### src/rtl/start_sig_master.sv
// Initiator side of the start_sig/done_sig handshake: runs N_RUNS request/acknowledge
// transactions per go pulse, with per-run cycle count, watchdog timeout and abort.
module start_sig_master #(
  parameter int N_RUNS  = 4,
  parameter int TIMEOUT = 64
) (
  input  logic        clk,
  input  logic        rst_n,
  input  logic        go,
  input  logic        abort,
  input  logic        done_sig,
  output logic        start_sig,
  output logic        busy,
  output logic [7:0]  run_idx,
  output logic [15:0] run_cycles,
  output logic        finish_sig,
  output logic        timeout_err,
  output logic [2:0]  state_dbg
);

  // Handshake: start_sig is a level held until the responder returns a single-cycle
  // done_sig; done_sig is only accepted while start_sig is high (ASSERT state).
  typedef enum logic [2:0] {
    IDLE    = 3'd0,
    ASSERT  = 3'd1,
    RELEASE = 3'd2,
    DONE    = 3'd3,
    ERR     = 3'd4
  } state_e;

  localparam logic [7:0]  LAST_IDX = 8'(N_RUNS - 1);
  localparam logic [15:0] WDOG_MAX = 16'(TIMEOUT - 1);

  state_e      state_q, state_d;
  logic        start_q, start_d;
  logic        busy_q, busy_d;
  logic [7:0]  run_idx_q, run_idx_d;
  logic [15:0] run_cycles_q, run_cycles_d;
  logic        finish_q, finish_d;
  logic        terr_q, terr_d;
  logic [15:0] wdog_q, wdog_d;

  always_comb begin
    state_d      = state_q;
    start_d      = start_q;
    run_idx_d    = run_idx_q;
    run_cycles_d = run_cycles_q;
    finish_d     = 1'b0;
    terr_d       = terr_q;
    wdog_d       = wdog_q;

    case (state_q)
      IDLE: begin
        if (go) begin
          state_d   = ASSERT;
          start_d   = 1'b1;
          run_idx_d = 8'd0;
          wdog_d    = 16'd0;
          terr_d    = 1'b0;
        end
      end
      ASSERT: begin
        // done_sig takes precedence over a watchdog expiry in the same cycle
        if (done_sig) begin
          run_cycles_d = wdog_q + 16'd1;
          start_d      = 1'b0;
          if (run_idx_q == LAST_IDX) begin
            state_d = DONE;
          end else begin
            run_idx_d = run_idx_q + 8'd1;
            state_d   = RELEASE;
          end
        end else if (wdog_q == WDOG_MAX) begin
          start_d = 1'b0;
          terr_d  = 1'b1;
          state_d = ERR;
        end else begin
          wdog_d = wdog_q + 16'd1;
        end
      end
      RELEASE: begin
        wdog_d  = 16'd0;
        start_d = 1'b1;
        state_d = ASSERT;
      end
      DONE, ERR: begin
        // Two cycles here: the first arms finish_sig, the second returns to IDLE
        if (finish_q) begin
          state_d = IDLE;
        end else begin
          finish_d = 1'b1;
        end
      end
      default: begin
        state_d = IDLE;
        start_d = 1'b0;
      end
    endcase

    if (abort && (state_q != IDLE)) begin
      state_d      = IDLE;
      start_d      = 1'b0;
      finish_d     = 1'b0;
      run_idx_d    = run_idx_q;
      run_cycles_d = run_cycles_q;
      terr_d       = terr_q;
      wdog_d       = wdog_q;
    end

    busy_d = (state_d != IDLE);
  end

  always_ff @(posedge clk or negedge rst_n) begin
    if (!rst_n) begin
      state_q      <= IDLE;
      start_q      <= 1'b0;
      busy_q       <= 1'b0;
      run_idx_q    <= 8'd0;
      run_cycles_q <= 16'd0;
      finish_q     <= 1'b0;
      terr_q       <= 1'b0;
      wdog_q       <= 16'd0;
    end else begin
      state_q      <= state_d;
      start_q      <= start_d;
      busy_q       <= busy_d;
      run_idx_q    <= run_idx_d;
      run_cycles_q <= run_cycles_d;
      finish_q     <= finish_d;
      terr_q       <= terr_d;
      wdog_q       <= wdog_d;
    end
  end

  assign start_sig   = start_q;
  assign busy        = busy_q;
  assign run_idx     = run_idx_q;
  assign run_cycles  = run_cycles_q;
  assign finish_sig  = finish_q;
  assign timeout_err = terr_q;
  assign state_dbg   = state_q;

endmodule

### config.mk
export PLATFORM = sky130hd
export DESIGN_NAME = start_sig_master
export DESIGN_NICKNAME = d
export VERILOG_FILES = /design/src/rtl/start_sig_master.sv
export SDC_FILE = /design/constraint.sdc
export NUM_CORES = 1
export LEC_CHECK = 0
export ABC_AREA = 1
export CORE_ASPECT_RATIO = 0.7
export CORE_MARGIN = 10
export CORE_UTILIZATION = 40
export CTS_CLUSTER_SIZE = 8
export DETAILED_ROUTE_END_ITERATION = 12
export PLACE_DENSITY = 0.65
export SKIP_CTS_REPAIR_TIMING = 1
export SYNTH_ARGS = -nofsm -noshare
export SYNTH_HDL_FRONTEND = slang
export SYNTH_SLANG_ARGS = --single-unit
### constraint.sdc
create_clock -name clk -period 2.96 [get_ports clk]
set_input_delay 0.592 -clock clk [delete_from_list [all_inputs] [get_ports clk]]
set_output_delay 0.592 -clock clk [all_outputs]
set_load 0.005 [all_outputs]
==> reports/metrics.yaml, run 1 <==
status: "finished, final reports clean"
p_comb_share_pct: 35.9
antenna_left: 0
fin_skew_ns: 0.00470
critPathCaptureType: "primary output"
num_rows: 24
n_antenna_cell: 0
path_delay_family: "buffers and inverters"
fin_util_pct: 49.2
area_growth_pct: 19.7
syn_nets: 346
ff2ff_setup_slack_ns: 1.30
reg2reg_depth: 7
synth_flop_cell: "dfrtp_1"
clock_latency_ns: 0.30
reg2reg_from: "state_dbg[1]"
powerDensity_nw_per_um2: 616
min_period_ns: 1.92
ctsRootBufferMaster: "clkbuf_8"
tns_ns: 0
seq_power_share_pct: 41.4
grt_pass1_wl_mm: 10.4
startpoint: "run_idx[3]"
synth-seq-cells: 47
htree_num_levels: 2
grt_pass1_vias: 2214
fp.dieW_um: 115
cp.depth: 1
ios: 36
maxSlewViolCount: 0
r2r-end: "run_cycles[14]"
grtUsageTotal_pct: 12.6
drc: 0
cp_slowest_cell: "clkdlybuf4s50_1"
slew-limit-headroom_pct: 69.7
slowest_delay_ns: 0.56
grt_setup_unrepaired: "false"
worst_setup_path_start_kind: "flop"
crit_type: "flop to primary output"
cts_buffer_depth: 2
cts_buffers: 5
drt_iter0_markers: 109
layout_common_cells: "nand2_1 (150), dfrtp_1 (47), nor2_1 (40), clkdlybuf4s50_1 (34), nand3_1 (22)"
total_power_w: 0.00187
coreArea_sq_um: 6190
antenna_found_initial: 0
netlist_area_sq_um: 2540
clkSlewWorstSetupHoldPaths_ns: 0.09
drive_gt1_share_pct: 7.67
yosysUniqueCellTypes: 25
clkSinkCount: 47
worstPathArrival_ns: 1.33
die_y_um: 86.7
ir_drop_v: 0.000340
wl_per_cell_um: 13.1
synth_edf_count: 0
p_switching_w: 0.000691
hp-class: "input port to async pin"
yosysWarningCount: 0
synthArstFlopShare_pct: 100
final_nets: 384
power_frac_clock_pct: 22.8
syn_area_per_cell_sq_um: 7.50
routed_wirelength_mm: 5.98
grt_max_degree: 29
hpwlAfterDp_mm: 4.43
dieArea_sq_um: 10000
routed_via_density: 4.86
start_util_pct: 41.1
layout_worst_path_cycle_share_pct: 65.0
worstMarginPinSlew_ns: 0.455
worstPathCellList: "clkdlybuf4s50_1"
finalHoldViolCount: 0
gp_congestion: 0.897
fmax_mhz: 520
overflow: 0
swShare_pct: 36.9
p_int_w: 0.00118
maxCapViolations: 0
synthesis.instances: 339
final_common_cell: "nand2_1"
first_pass_iters: 4
cts_tree: "done"
fin_hold_ws_ns: 0.226
cp_num_buf_inv: 1
yosysSeqAreaShare_pct: 46.3
vias: 2218
critical_path_required_ns: 2.37
finalSetupViolCount: 0
portBuffers: 35
leakagePower_nw: 1.56
critical_path.max_fanout: 7
==> sequential cells by signal, summed over array words and instances (netlist names) <==
| signal | flops |
|---|---|
| run_idx | 8 |
| busy | 1 |
| finish_sig | 1 |
| wdog_q | 16 |
| run_cycles | 16 |
| timeout_err | 1 |
| state_dbg | 3 |
| start_sig | 1 |
==> how the worst max path moves through the flow <==
stage	endpoint
2_1_floorplan	wdog_q[9]
3_3_place_gp	wdog_q[11]
3_5_place_dp	wdog_q[12]
4_1_cts	run_idx[2]
5_1_grt	run_idx[3]
6_report	run_idx[3]
==> cells in the mapped netlist, types with 2 or more instances <==
cell / n / area (sq um)
a21oi_1: 3 / 15.0
o21ai_1: 4 / 20.0
o21ai_0: 4 / 20.0
xnor2_1: 6 / 52.6
nand4_1: 3 / 18.8
nand3_1: 22 / 110
xor2_1: 10 / 87.6
inv_2: 5 / 18.8
or2_2: 3 / 18.8
nor2_4: 2 / 22.5
nand2_1: 150 / 563
ha_1: 2 / 25.0
buf_6: 4 / 45.0
nor2_1: 40 / 150
nand3_2: 4 / 40.0
or2_0: 2 / 12.5
dfrtp_1: 47 / 1180
inv_1: 19 / 71.3
nor2_2: 3 / 18.8
==> cell type report <==
| type | instances | area [sq um] |
|---|---|---|
| fill | 627 | 3140 |
| multi-input combinational | 263 | 1230 |
| sequential | 47 | 1180 |
| timing repair buffer | 36 | 353 |
| clock buffer | 8 | 100 |
| tap | 78 | 97.6 |
| inverter | 24 | 90.1 |
==> kinds of logic (layout without fill, tap and decap cells) <==
logic type / after synthesis / in the layout / synth area share, %
buffers and inverters: 29 / 68 / 5.51
adders and majority gates: 2 / 2 / 0.984
DFF: 47 / 47 / 46.3
xor gates and xnor gates: 16 / 16 / 5.51
AOI/OAI and AO/OA: 12 / 12 / 2.46
and+or+nand+nor: 233 / 233 / 39.3
==> routing by layer <==
metal | GRT usage [%] | routed length, um | vias to the layer above
li1 | - | - | 1125
met1 | 17.1 | 3060 | 1045
met2 | 18.7 | 2480 | 41
met3 | 4.35 | 383 | 7
met4 | 3.25 | 57 | 0
met5 | 0 | 0 | -
==> power by group through the flow <==
stage / clock network, W / logic (W) / registers, W
6_report: 0.000426 / 0.000672 / 0.000775
5_1_grt: 0.000469 / 0.000762 / 0.000787
4_1_cts: 0.000443 / 0.000683 / 0.000776
3_5_place_dp: 0 / 0.000678 / 0.000788
3_3_place_gp: 0 / 0.000666 / 0.000787
2_1_floorplan: 0 / 0.000455 / 0.000786
==> stage by stage <==
step / cell area, sq um / instances / setup slack [ns]
global route: 3040 / 456 / 0.956
floorplan: 2540 / 339 / 1.56
detailed placement: 2940 / 448 / 0.894
CTS: 3040 / 456 / 1.02
finish: 3040 / 456 / 1.04
global placement: 2940 / 448 / 0.974
(Power assumes the default switching activity.)
==> run 2, diff against run 1 <==
==> constraint.sdc (replaced) <==
create_clock -name clk -period 1.9 [get_ports clk]
set_input_delay 0.38 -clock clk [delete_from_list [all_inputs] [get_ports clk]]
set_output_delay 0.38 -clock clk [all_outputs]
set_load 0.005 [all_outputs]
==> reports/metrics.yaml, run 2 (same netlist as run 1, synthesis figures left out) <==
drive_gt1_share_pct: 7.92
place_ws_ns: 0.0733
maxCapViolations: 0
wl_met3_um: 461
dieArea_sq_um: 10000
critical_path_required_ns: 1.52
antenna_found_initial: 0
slew-limit-headroom_pct: 75.2
timing.final.ws_setup_ns: 0.202
n_antenna_cell: 0
worstPathCellList: "clkdlybuf4s50_1"
drt_iter0_markers: 127
grt_max_degree: 48
hp-class: "input port to async pin"
ios: 36
ir_drop_v: 0.000476
num_rows: 24
overflow: 0
maxSlewViolCount: 0
cp_slowest_cell: "clkdlybuf4s50_1"
cts_tree: "done"
highest_layer: "met4"
wl_met1_mm: 2.98
worstMarginPinSlew_ns: 0.370
htree_num_levels: 2
final_nets: 385
min_period_ns: 1.70
finalSetupViolCount: 0
place_area_sq_um: 2960
fmax_mhz: 589
status: "finished, final reports clean"
dr_wl_met2_mm: 2.26
wl_per_cell_um: 12.6
layout_common_cells: "nand2_1 (150), dfrtp_1 (47), nor2_1 (40), clkdlybuf4s50_1 (34), nand3_1 (22)"
final_common_cell: "nand2_1"
cp_num_buf_inv: 1
critical_path.max_fanout: 7
critPathCaptureType: "primary output"
finalHoldViolCount: 0
fin_skew_ns: 0.00839
first_pass_iters: 4
grt_pass1_wl_mm: 10.4
grtUsageTotal_pct: 12.4
grt_pass1_vias: 2162
worstPathArrival_ns: 1.32
fin_area_sq_um: 3060
vias: 2154
reg2reg_depth: 8
cp.depth: 1
antenna_left: 0
path_delay_family: "buffers and inverters"
routed_via_density: 4.71
powerDensity_nw_per_um2: 950
drc: 0
cts_buffer_depth: 2
coreArea_sq_um: 6190
portBuffers: 35
gp_congestion: 0.893
clock_latency_ns: 0.30
layout_worst_path_cycle_share_pct: 89.4
leakagePower_nw: 1.57
cts_buffers: 5
clkSlewWorstSetupHoldPaths_ns: 0.09
ctsRootBufferMaster: "clkbuf_8"
slowest_delay_ns: 0.55
hpwlAfterDp_mm: 4.23
worst_setup_path_start_kind: "flop"
clkSinkCount: 47
crit_type: "flop to primary output"
fp.dieW_um: 115
routed_wirelength_mm: 5.76
grt_setup_unrepaired: "false"
start_util_pct: 41.1
die_y_um: 86.7
area_growth_pct: 20.5
tns_ns: 0
run 2: changes by cell type in the layout (fill, tap and decap cells not counted), sizes merged:
cell	delta
buf	+1
run 2: final timing paths:
kind | startpoint | slack (ns) | endpoint
setup / recovery | run_idx[2] | 0.20 | run_idx[2]
hold / removal | rst_n | 0.04 | finish_sig
setup reg to reg | state_dbg[1] | 0.29 | run_idx[7]
hold reg to reg | run_cycles[10] | 0.48 | run_cycles[10]
max in group asynchronous | rst_n | 1.61 | wdog_q[2]
min in group clk | run_cycles[10] | 0.48 | run_cycles[10]
run 2: cell type report:
class	count	area, sq um
well taps	78	97.6
flip-flops and latches	47	1180
repair buffers	37	373
clock buffers	8	100
inverters	24	90.1
fillers	622	3120
multi-input cells	263	1230
run 2: power breakdown:
part	switching (W)	total, W	internal (W)
registers	0.0000947	0.00121	0.00111
logic	0.000638	0.00104	0.000403
clock network	0.000328	0.000661	0.000333
run 2: per-stage QoR:
step           hold slack (ns)  cells  total power, W  utilization [%]
3_3_place_gp             0.383    449         0.00227             47.9
3_5_place_dp             0.385    449         0.00228             47.9
5_1_grt                 0.0607    457         0.00317             49.5
6_report                0.0411    457         0.00291             49.5
2_1_floorplan           0.0844    339         0.00193                -
4_1_cts                 0.0585    457         0.00296             49.5
run 2: layer usage:
| metal | vias to the layer above | global-route usage, % |
|---|---|---|
| met5 | - | 0 |
| met4 | 0 | 3.03 |
| met3 | 7 | 4.21 |
| met2 | 59 | 17.1 |
| met1 | 966 | 18.0 |
| li1 | 1122 | - |
==> run 3, diff against run 2 <==
==> constraint.sdc (replaced) <==
create_clock -name clk -period 1.7 [get_ports clk]
set_input_delay 0.34 -clock clk [delete_from_list [all_inputs] [get_ports clk]]
set_output_delay 0.34 -clock clk [all_outputs]
set_load 0.005 [all_outputs]
==> reports/metrics.yaml, run 3 (same netlist as run 1, synthesis figures left out) <==
status: "finished, final reports clean"
n_antenna_cell: 0
critical_path_required_ns: 1.36
clkSinkCount: 47
clock_latency_ns: 0.29
worst_setup_path_start_kind: "flop"
die_y_um: 86.7
antenna_found_initial: 0
drt_iter0_markers: 91
min_period_ns: 1.64
grt_max_degree: 23
routed_wirelength_mm: 5.93
final_nets: 393
layout_common_cells: "nand2_1 (150), dfrtp_1 (45), nor2_1 (40), clkdlybuf4s50_1 (34), nand3_1 (22)"
ctsRootBufferMaster: "clkbuf_8"
portBuffers: 35
fin_skew_ns: 0.00638
cp_num_buf_inv: 1
layout_worst_path_cycle_share_pct: 96.7
fin_util_pct: 50.6
hpwlAfterDp_mm: 4.56
critical_path.max_fanout: 6
htree_num_levels: 2
cp_slowest_cell: "clkdlybuf4s50_1"
clkSlewWorstSetupHoldPaths_ns: 0.09
dieArea_sq_um: 10000
critPathCaptureType: "primary output"
routed_via_density: 4.73
worstPathArrival_ns: 1.30
worstPathCellList: "clkdlybuf4s50_1"
start_util_pct: 41.1
leakagePower_nw: 1.60
cts_buffers: 5
ios: 36
fp.dieW_um: 115
place_area_sq_um: 3020
area_growth_pct: 23.1
slew-limit-headroom_pct: 72.7
grt_pass1_vias: 2299
drc: 0
gp_congestion: 0.919
drive_gt1_share_pct: 9.84
first_pass_iters: 4
hp-class: "flop to flop"
path_delay_family: "buffers and inverters"
grt_pass1_wl_mm: 10.5
slowest_delay_ns: 0.54
powerDensity_nw_per_um2: 1080
coreArea_sq_um: 6190
antenna_left: 0
cts_tree: "done"
maxCapViolations: 0
finalHoldViolCount: 0
wl_per_cell_um: 12.8
final_common_cell: "nand2_1"
tns_ns: 0
fin_area_sq_um: 3130
ir_drop_v: 0.000657
overflow: 0
crit_type: "flop to primary output"
fmax_mhz: 608
finalSetupViolCount: 0
grt_setup_unrepaired: "true"
ff2ff_setup_slack_ns: 0.17
num_rows: 24
worstMarginPinSlew_ns: 0.410
vias: 2193
maxSlewViolCount: 0
cts_buffer_depth: 2
grtUsageTotal_pct: 12.6
run 3: path summary, 6_finish.rpt:
path                              start             to  depth (start not counted)
min in group asynchronous         rst_n  run_cycles[0]                          2
max                          run_idx[4]     run_idx[4]                          1
max reg2reg                state_dbg[0]      wdog_q[2]                          6
min reg2reg                  finish_sig     finish_sig                          1
max in group asynchronous         rst_n     run_idx[2]                          3
min                          finish_sig     finish_sig                          1
run 3: worst reg2reg max path, stage by stage (launching register included):
cell,delay [ns]
dfrtp_1,0.43
nor2_1,0.14
nand2_1,0.13
nand2_1,0.23
nand4_4,0.29
nand2_1,0.15
nand2_1,0.06
run 3: final cells by class:
type / instances / area, sq um
repair buffers: 45 / 435
well taps: 78 / 97.6
clock inverters: 1 / 30.0
fillers: 612 / 3060
clock buffers: 6 / 72.6
flip-flops and latches: 47 / 1180
multi-input cells: 263 / 1230
inverters: 24 / 90.1
run 3: stage by stage:
| step | std cells | setup WS, ns | power (W) | hold WS [ns] |
|---|---|---|---|---|
| 2_1_floorplan | 339 | 0.304 | 0.00216 | 0.0444 |
| 4_1_cts | 463 | 0.0297 | 0.00343 | -0.0281 |
| 3_5_place_dp | 456 | -0.0203 | 0.00261 | 0.299 |
| 6_report | 464 | 0.0553 | 0.00338 | 0.480 |
| 5_1_grt | 464 | -0.000483 | 0.00363 | 0.528 |
| 3_3_place_gp | 456 | 0.0361 | 0.00260 | 0.295 |
run 3: layer usage:
| metal | global-route usage [%] | routed length, um |
|---|---|---|
| met4 | 2.69 | 45 |
| met2 | 18.6 | 2410 |
| met3 | 4.55 | 432 |
| met1 | 17.2 | 3040 |
| met5 | 0 | 0 |
run 3: report_power, final:
part	internal, W	leakage (nW)	switching [W]	total (W)
registers	0.00125	0.641	0.0000987	0.00134
logic	0.000495	0.908	0.000739	0.00123
clock network	0.000432	0.0513	0.000365	0.000797
